==> src/rtl/gcd_arbiter.sv <==
// gcd_arbiter
// Round-robin arbiter and sequencer that shares one GCD datapath between
// N_REQ requesters. It accepts one operand pair at a time, drives the GCD
// input handshake, captures the GCD result and returns it on a single
// tagged response channel. Exactly one job is in flight at any time.
//
// Ports:
//   clock, reset          single clock, synchronous active-high reset
//   req_valid/req_ready   per-requester handshake (req_ready is one-hot or zero)
//   req_x, req_y          packed operands, requester i at [i*WIDTH +: WIDTH]
//   gcd_input_*           input handshake and operands towards the GCD
//   gcd_output_*          result strobe and value from the GCD
//   resp_valid/ready      response handshake, resp_id tags the owner
//   resp_bits             GCD result
//   busy                  high whenever a job is in progress
//   done_count            completed responses, wraps at 16 bits
module gcd_arbiter #(
   parameter int N_REQ = 4,
   parameter int WIDTH = 32,
   parameter int ID_W  = (N_REQ > 1) ? $clog2(N_REQ) : 1
) (
   input  logic                   clock,
   input  logic                   reset,
   input  logic [N_REQ-1:0]       req_valid,
   output logic [N_REQ-1:0]       req_ready,
   input  logic [N_REQ*WIDTH-1:0] req_x,
   input  logic [N_REQ*WIDTH-1:0] req_y,
   output logic                   gcd_input_valid,
   input  logic                   gcd_input_ready,
   output logic [WIDTH-1:0]       gcd_input_bits_x,
   output logic [WIDTH-1:0]       gcd_input_bits_y,
   input  logic                   gcd_output_valid,
   input  logic [WIDTH-1:0]       gcd_output_bits,
   output logic                   resp_valid,
   input  logic                   resp_ready,
   output logic [ID_W-1:0]        resp_id,
   output logic [WIDTH-1:0]       resp_bits,
   output logic                   busy,
   output logic [15:0]            done_count
);

   typedef enum logic [1:0] {
      ST_IDLE  = 2'd0,
      ST_ISSUE = 2'd1,
      ST_WAIT  = 2'd2,
      ST_RESP  = 2'd3
   } state_t;

   state_t             state_r;
   state_t             state_n_s;
   logic [ID_W-1:0]    ptr_r;
   logic [ID_W-1:0]    id_r;
   logic [WIDTH-1:0]   x_r;
   logic [WIDTH-1:0]   y_r;
   logic [WIDTH-1:0]   res_r;
   logic [15:0]        done_count_r;
   logic               grant_found_s;
   logic [ID_W-1:0]    grant_id_s;
   logic [N_REQ-1:0]   req_ready_s;
   logic [ID_W-1:0]    ptr_next_s;

   // Rotating priority search: scan ptr, ptr+1, ... with wrap modulo N_REQ;
   // the first valid requester found wins.
   always_comb begin
      int   idx;
      logic hit;
      grant_found_s = 1'b0;
      grant_id_s    = '0;
      for (int k = 0; k < N_REQ; k++) begin
         idx           = (int'(ptr_r) + k >= N_REQ) ? (int'(ptr_r) + k - N_REQ) : (int'(ptr_r) + k);
         hit           = req_valid[idx] & ~grant_found_s;
         grant_id_s    = hit ? ID_W'(idx) : grant_id_s;
         grant_found_s = grant_found_s | hit;
      end
   end

   // Pointer moves one past the requester just served, wrapping for any N_REQ.
   always_comb begin
      ptr_next_s = (id_r == ID_W'(N_REQ - 1)) ? '0 : (id_r + ID_W'(1));
   end

   // Next-state logic and the combinational accept strobe.
   always_comb begin
      state_n_s   = state_r;
      req_ready_s = '0;
      case (state_r)
         ST_IDLE: begin
            if (grant_found_s) begin
               state_n_s   = ST_ISSUE;
               req_ready_s = {{(N_REQ-1){1'b0}}, 1'b1} << grant_id_s;
            end else begin
               state_n_s   = ST_IDLE;
            end
         end
         ST_ISSUE: begin
            if (gcd_input_ready) begin
               state_n_s = ST_WAIT;
            end else begin
               state_n_s = ST_ISSUE;
            end
         end
         ST_WAIT: begin
            if (gcd_output_valid) begin
               state_n_s = ST_RESP;
            end else begin
               state_n_s = ST_WAIT;
            end
         end
         ST_RESP: begin
            if (resp_ready) begin
               state_n_s = ST_IDLE;
            end else begin
               state_n_s = ST_RESP;
            end
         end
         default: begin
            state_n_s = ST_IDLE;
         end
      endcase
   end

   // State, operand/result latches, round-robin pointer and completion counter.
   always_ff @(posedge clock) begin
      if (reset) begin
         state_r      <= ST_IDLE;
         ptr_r        <= '0;
         id_r         <= '0;
         x_r          <= '0;
         y_r          <= '0;
         res_r        <= '0;
         done_count_r <= 16'd0;
      end else begin
         state_r <= state_n_s;
         case (state_r)
            ST_IDLE: begin
               if (grant_found_s) begin
                  id_r <= grant_id_s;
                  x_r  <= req_x[int'(grant_id_s)*WIDTH +: WIDTH];
                  y_r  <= req_y[int'(grant_id_s)*WIDTH +: WIDTH];
               end
            end
            ST_WAIT: begin
               if (gcd_output_valid) begin
                  res_r <= gcd_output_bits;
               end
            end
            ST_RESP: begin
               if (resp_ready) begin
                  ptr_r        <= ptr_next_s;
                  done_count_r <= done_count_r + 16'd1;
               end
            end
            default: begin
            end
         endcase
      end
   end

   // Outputs are decodes of the state register or direct register taps,
   // except req_ready which must answer in the same IDLE cycle.
   assign req_ready        = req_ready_s;
   assign gcd_input_valid  = (state_r == ST_ISSUE);
   assign gcd_input_bits_x = x_r;
   assign gcd_input_bits_y = y_r;
   assign resp_valid       = (state_r == ST_RESP);
   assign resp_id          = id_r;
   assign resp_bits        = res_r;
   assign busy             = (state_r != ST_IDLE);
   assign done_count       = done_count_r;

endmodule

==> config.mk <==
export PLATFORM = sky130hd
export DESIGN_NAME = gcd_arbiter
export DESIGN_NICKNAME = d
export VERILOG_FILES = /design/src/rtl/gcd_arbiter.sv
export SDC_FILE = /design/constraint.sdc
export NUM_CORES = 1
export LEC_CHECK = 0
export BUFFER_PORTS_ARGS = -buffer_cell sky130_fd_sc_hd__buf_4
export CELL_PAD_IN_SITES_DETAIL_PLACEMENT = 1
export CELL_PAD_IN_SITES_GLOBAL_PLACEMENT = 2
export CORE_ASPECT_RATIO = 0.9
export CORE_MARGIN = 8
export CORE_UTILIZATION = 23
export DETAILED_ROUTE_END_ITERATION = 6
export GPL_TIMING_DRIVEN = 1
export PLACE_DENSITY_LB_ADDON = 0.1
export SLEW_MARGIN = 5
export SYNTH_ARGS = -nofsm -noshare
export SYNTH_HDL_FRONTEND = slang
export SYNTH_SLANG_ARGS = --single-unit
==> constraint.sdc <==
create_clock -name clock -period 2.4 [get_ports clock]
set_input_delay 0.24 -clock clock [delete_from_list [all_inputs] [get_ports clock]]
set_output_delay 0.24 -clock clock [all_outputs]
set_load 0.1 [all_outputs]
==> summary.md <==
| Metric | Value |
|---|---|
| Status | completed |
| Source of the worst register-to-register timing path | ptr_r[1]$_SDFFE_PP0P_ |
| Max-capacitance violation count | 0 |
| Via density per instance | 4.62 |
| Worst R2R Path Depth | 9 |
| Number of routed nets with antenna violations | 0 |
| Vertical extent of the die | between 150 and 200 um |
| Total vias in the final route | 7160 |
| Pins over their slew limit | 0 |
| RSZ-0062 raised after global routing | true |
| Register-to-Register Setup Slack | 0.17 ns |
| Top library cells by usage in the layout, fill and taps aside | sky130_fd_sc_hd__buf_4, sky130_fd_sc_hd__nand2_1, sky130_fd_sc_hd__dfxtp_1, sky130_fd_sc_hd__mux2i_1, sky130_fd_sc_hd__o21ai_0 |
| Type of element launching the critical path | flip-flop |
| Clock power frac | about 36% |
| CP max FO | 5 |
| Hold-fix buffer count after cts | 0 |
| Final period utilization | 94.6% |
| Cell-by-cell trace of the critical path | o21ai_0, nor3_2, buf_12, or2_2, nand2_1, nor3_2, buf_6 |
| Total clock buffers created by CTS | 17 |
| CP max stage cell | sky130_fd_sc_hd__dfxtp_1 |
| Maximum number of pins on one net before global-route repair | between 60 and 70 |
| Remaining routing DRC violations | 0 |
| Signal arrival time at the worst endpoint | 2.03 ns |
| Synth Area per Inst | approximately 8.6 um2 |
| Worst Skew | around 0.015 ns |
| Share of flip-flops with an asynchronous set or reset | 0% |
| Slew at the pin closest to its max-slew limit | about 0.65 ns |
| Required @ worst endpoint | 2.16 ns |
| H-Tree Level Count | 4 |
| Iter 0 DRT Violations | 200 |
| Root cell of the clock tree | sky130_fd_sc_hd__clkbuf_16 |
| Floorplan Core Area | 28700 um2 |
| Area of the mapped netlist | 6650 um2 |
| Largest vdd supply drop | around 0.50 mV |
| Clock latency on the worst-skew pair | 0.42 ns |
| Pre-antenna DRT Iters | 4 |
| Nets | 1470 |
| Count of synthesis-stage warnings from yosys | 0 |
| First-pass GRT wire length | between 40000 and 50000 um |
| Vias in the first global route | a little under 8000 |
| Cell seen most often among critical-path stages | sky130_fd_sc_hd__nor3_2 |
| Initial core utilization | a little under a quarter |
| Switching component of the power | between 3000 and 4000 uW |
| Maximum number of buffers from clock root to sink | 2 |
| Die Outline Area | around 35000 um2 |
| Worst slew margin relative to its limit | 56.5% |
| Global routing usage summed across all routing layers | 18.2% |
| Layout fillers | 3415 |
| Number of sinks driven by the clock tree | 118 |
| Worst setup slack after layout | 0.129 ns |
| Number of enable flip-flop cells after synthesis | 0 |
| Overall routed net length | 32900 um |
| Antenna violations before repair | 2 |
| Classification of the worst setup path | reg2out |
| Post-Syn Instances | between 700 and 800 |
| Critical Path Max Stage Delay | 0.40 ns |
| Count of state elements after synthesis | 118 |
| Power, Total | roughly 7800 uW |
| Worst Setup End Kind | output pin |
| Timing-limited maximum frequency | 440 MHz |
| Number of failing hold endpoints at the final stage | 0 |
| Non-filler instance count after layout | approximately 1600 |
| WP buf/inv | 2 |
| Most used flip-flop cell after synthesis | sky130_fd_sc_hd__dfxtp_1 |
| Cell Pwr Density | 708 nW/um2 |
| HPWL Detailed | approximately 25000 um |
| Fraction of power spent switching nets | 40.0% |
| Number of cells in the design after placement | ~1500 |
| Crit path max-delay family | simple AND/OR/NAND/NOR gates |
| Path class of the lowest-slack min-delay path | in2reg |
| Leak | 0.00511 uW |
| Most common library cell in the layout ignoring fill and taps | sky130_fd_sc_hd__buf_4 |
| Clock tree from TritonCTS | yes |
| Gr ovfl total | 0 |
| Final setup violation count | 0 |
| # port buffers | 417 |
| End of the worst register-to-register path | gcd_input_bits_y[9]$_SDFFE_PP0P_ |
| TNS Setup | 0 ns |
| Clock transition at the register clock pins on the worst setup and hold paths after CTS | 0.07 ns |
| Number of stages on the worst hold path | 3 |
| Yosys cell types | 38 |
| Worst slack at placement | 0.328 ns |
| Share of the yosys chip area belonging to registers | 35.5% |
| FF+latch area | 2360 um2 |
| Floorplan die width | 195 um |
| Mapped Nets | 1073 |
| Post-DR wirelength/cell | 21.2 um |
| Fraction of layout cells with a size suffix above 1 | 46.5% |
| Sequential share of power | between 20% and 30% |
| Multi-input logic area | between 4000 and 5000 um2 |
| Post-route minimum period | 2.27 ns |
| I/O pins | 418 |
| Terminating pin of the worst hold path | resp_bits[15]$_SDFFE_PP0P_ |
| Int Power | ~4700 uW |
| Hold Path Origin | gcd_output_bits[15] |
| Number of placement rows | 59 |
| Final weighted congestion in routability-driven placement | 0.770 |
| Combinational Power Share | 35.8% |
| Area growth syn-to-layout | 65.3% |
==> state kept, by name (all words and copies together) (netlist names) <==
| register | count |
|---|---|
| gcd_input_bits_x | 32 |
| gcd_input_bits_y | 32 |
| resp_bits | 32 |
| done_count | 16 |
| ptr_r | 2 |
| resp_id | 2 |
| state_r | 2 |
==> power by group through the flow <==
stage,Combinational (uW),Clock [uW],Sequential (uW)
after floorplan,721,0,3410
after CTS,2820,2860,2230
final,2780,2770,2230
after global placement,2790,0,2260
after detailed placement,2810,0,2270
after global routing,2920,2950,2250
==> per-stage QoR <==
| stage | hold slack (ns) | cell area (um2) | util [%] |
|---|---|---|---|
| floorplan | 0.376 | 6670 | - |
| global placement | 0.443 | 10300 | 35.8 |
| detailed placement | 0.448 | 10300 | 35.8 |
| CTS | 0.0464 | 11000 | 38.2 |
| global route | 0.0504 | 11000 | 38.3 |
| finish | 0.0676 | 11000 | 38.3 |
==> layer usage <==
layer  GRT usage, %  wire (um)  share of wire (%)  vias up
met4           4.45        532                1.6        4
met1           20.3      13000                 40     3345
met2           31.4      16100                 49      230
met3           8.53       3220                9.8       26
li1               -          -                  -     3555
met5              0         23              0.070        -
==> cell families (layout without fill, tap and decap cells) <==
logic type | Yosys count | in the layout | synth area share, %
other | 0 | 1 | 0
and+or+nand+nor | 265 | 265 | 19.8
xor gates and xnor gates | 14 | 14 | 1.84
muxes | 67 | 67 | 10.1
DFF | 118 | 118 | 35.5
AOI/OAI and AO/OA | 238 | 238 | 27.5
buffers and inverters | 70 | 480 | 4.89
adders and majority gates | 2 | 2 | 0.376
==> cell type report <==
type / count / area share (%)
diodes: 1 / 0.0228
repair buffers: 445 / 32.0
clock inverters: 14 / 1.71
inverters: 3 / 0.102
flip-flops and latches: 118 / 21.5
clock buffers: 18 / 3.90
multi-input cells: 586 / 36.6
well taps: 366 / 4.16
==> synth_stat cells (all sizes together), types with 3 or more instances <==
cell	instances	area share, %
nor2b	4	0.38
clkbuf	41	2.3
nand2	142	8.0
mux2i	67	10
a21oi	39	2.9
o211ai	63	12
nand4	4	0.38
inv	3	0.17
nor3b	65	7.3
nor2	27	1.6
and3	3	0.28
buf	26	2.4
nand3	3	0.23
dfxtp	118	36
or2	3	0.28
o21ai	65	4.9
o21a	64	7.2
nor4	3	0.38
xnor2	4	0.53
xor2	10	1.3
nor3	6	0.45
==> worst reg2reg max path, cell delays in order (launching register included) <==
cell,delay (ns)
sky130_fd_sc_hd__dfxtp_1,0.40
sky130_fd_sc_hd__o21ai_0,0.15
sky130_fd_sc_hd__nor3_2,0.24
sky130_fd_sc_hd__buf_12,0.14
sky130_fd_sc_hd__buf_4,0.12
sky130_fd_sc_hd__buf_4,0.26
sky130_fd_sc_hd__buf_12,0.29
sky130_fd_sc_hd__nor3b_1,0.10
sky130_fd_sc_hd__o21ai_0,0.29
sky130_fd_sc_hd__o211ai_2,0.13
==> how the worst max path moves through the flow <==
stage	startpoint	end	slack, ns	depth (start not counted)
after floorplan	ptr_r[1]$_SDFFE_PP0P_	req_ready[3]	-0.20	6
after global placement	req_valid[2]	req_ready[3]	0.35	8
after detailed placement	req_valid[2]	req_ready[3]	0.33	8
after CTS	ptr_r[1]$_SDFFE_PP0P_	req_ready[3]	0.02	6
after global routing	ptr_r[1]$_SDFFE_PP0P_	req_ready[3]	-0.04	7
final	ptr_r[1]$_SDFFE_PP0P_	req_ready[3]	0.13	7
==> repair_timing <==
action | in CTS | in global routing
hold endpoints to repair | 0 | 0
gates cloned | 1 | 0
pin swaps | 3 | 2
resized for setup | 1 | 2
setup endpoints to repair | 1 | 5
setup buffers | 6 | 1
(Power assumes the default switching activity.)
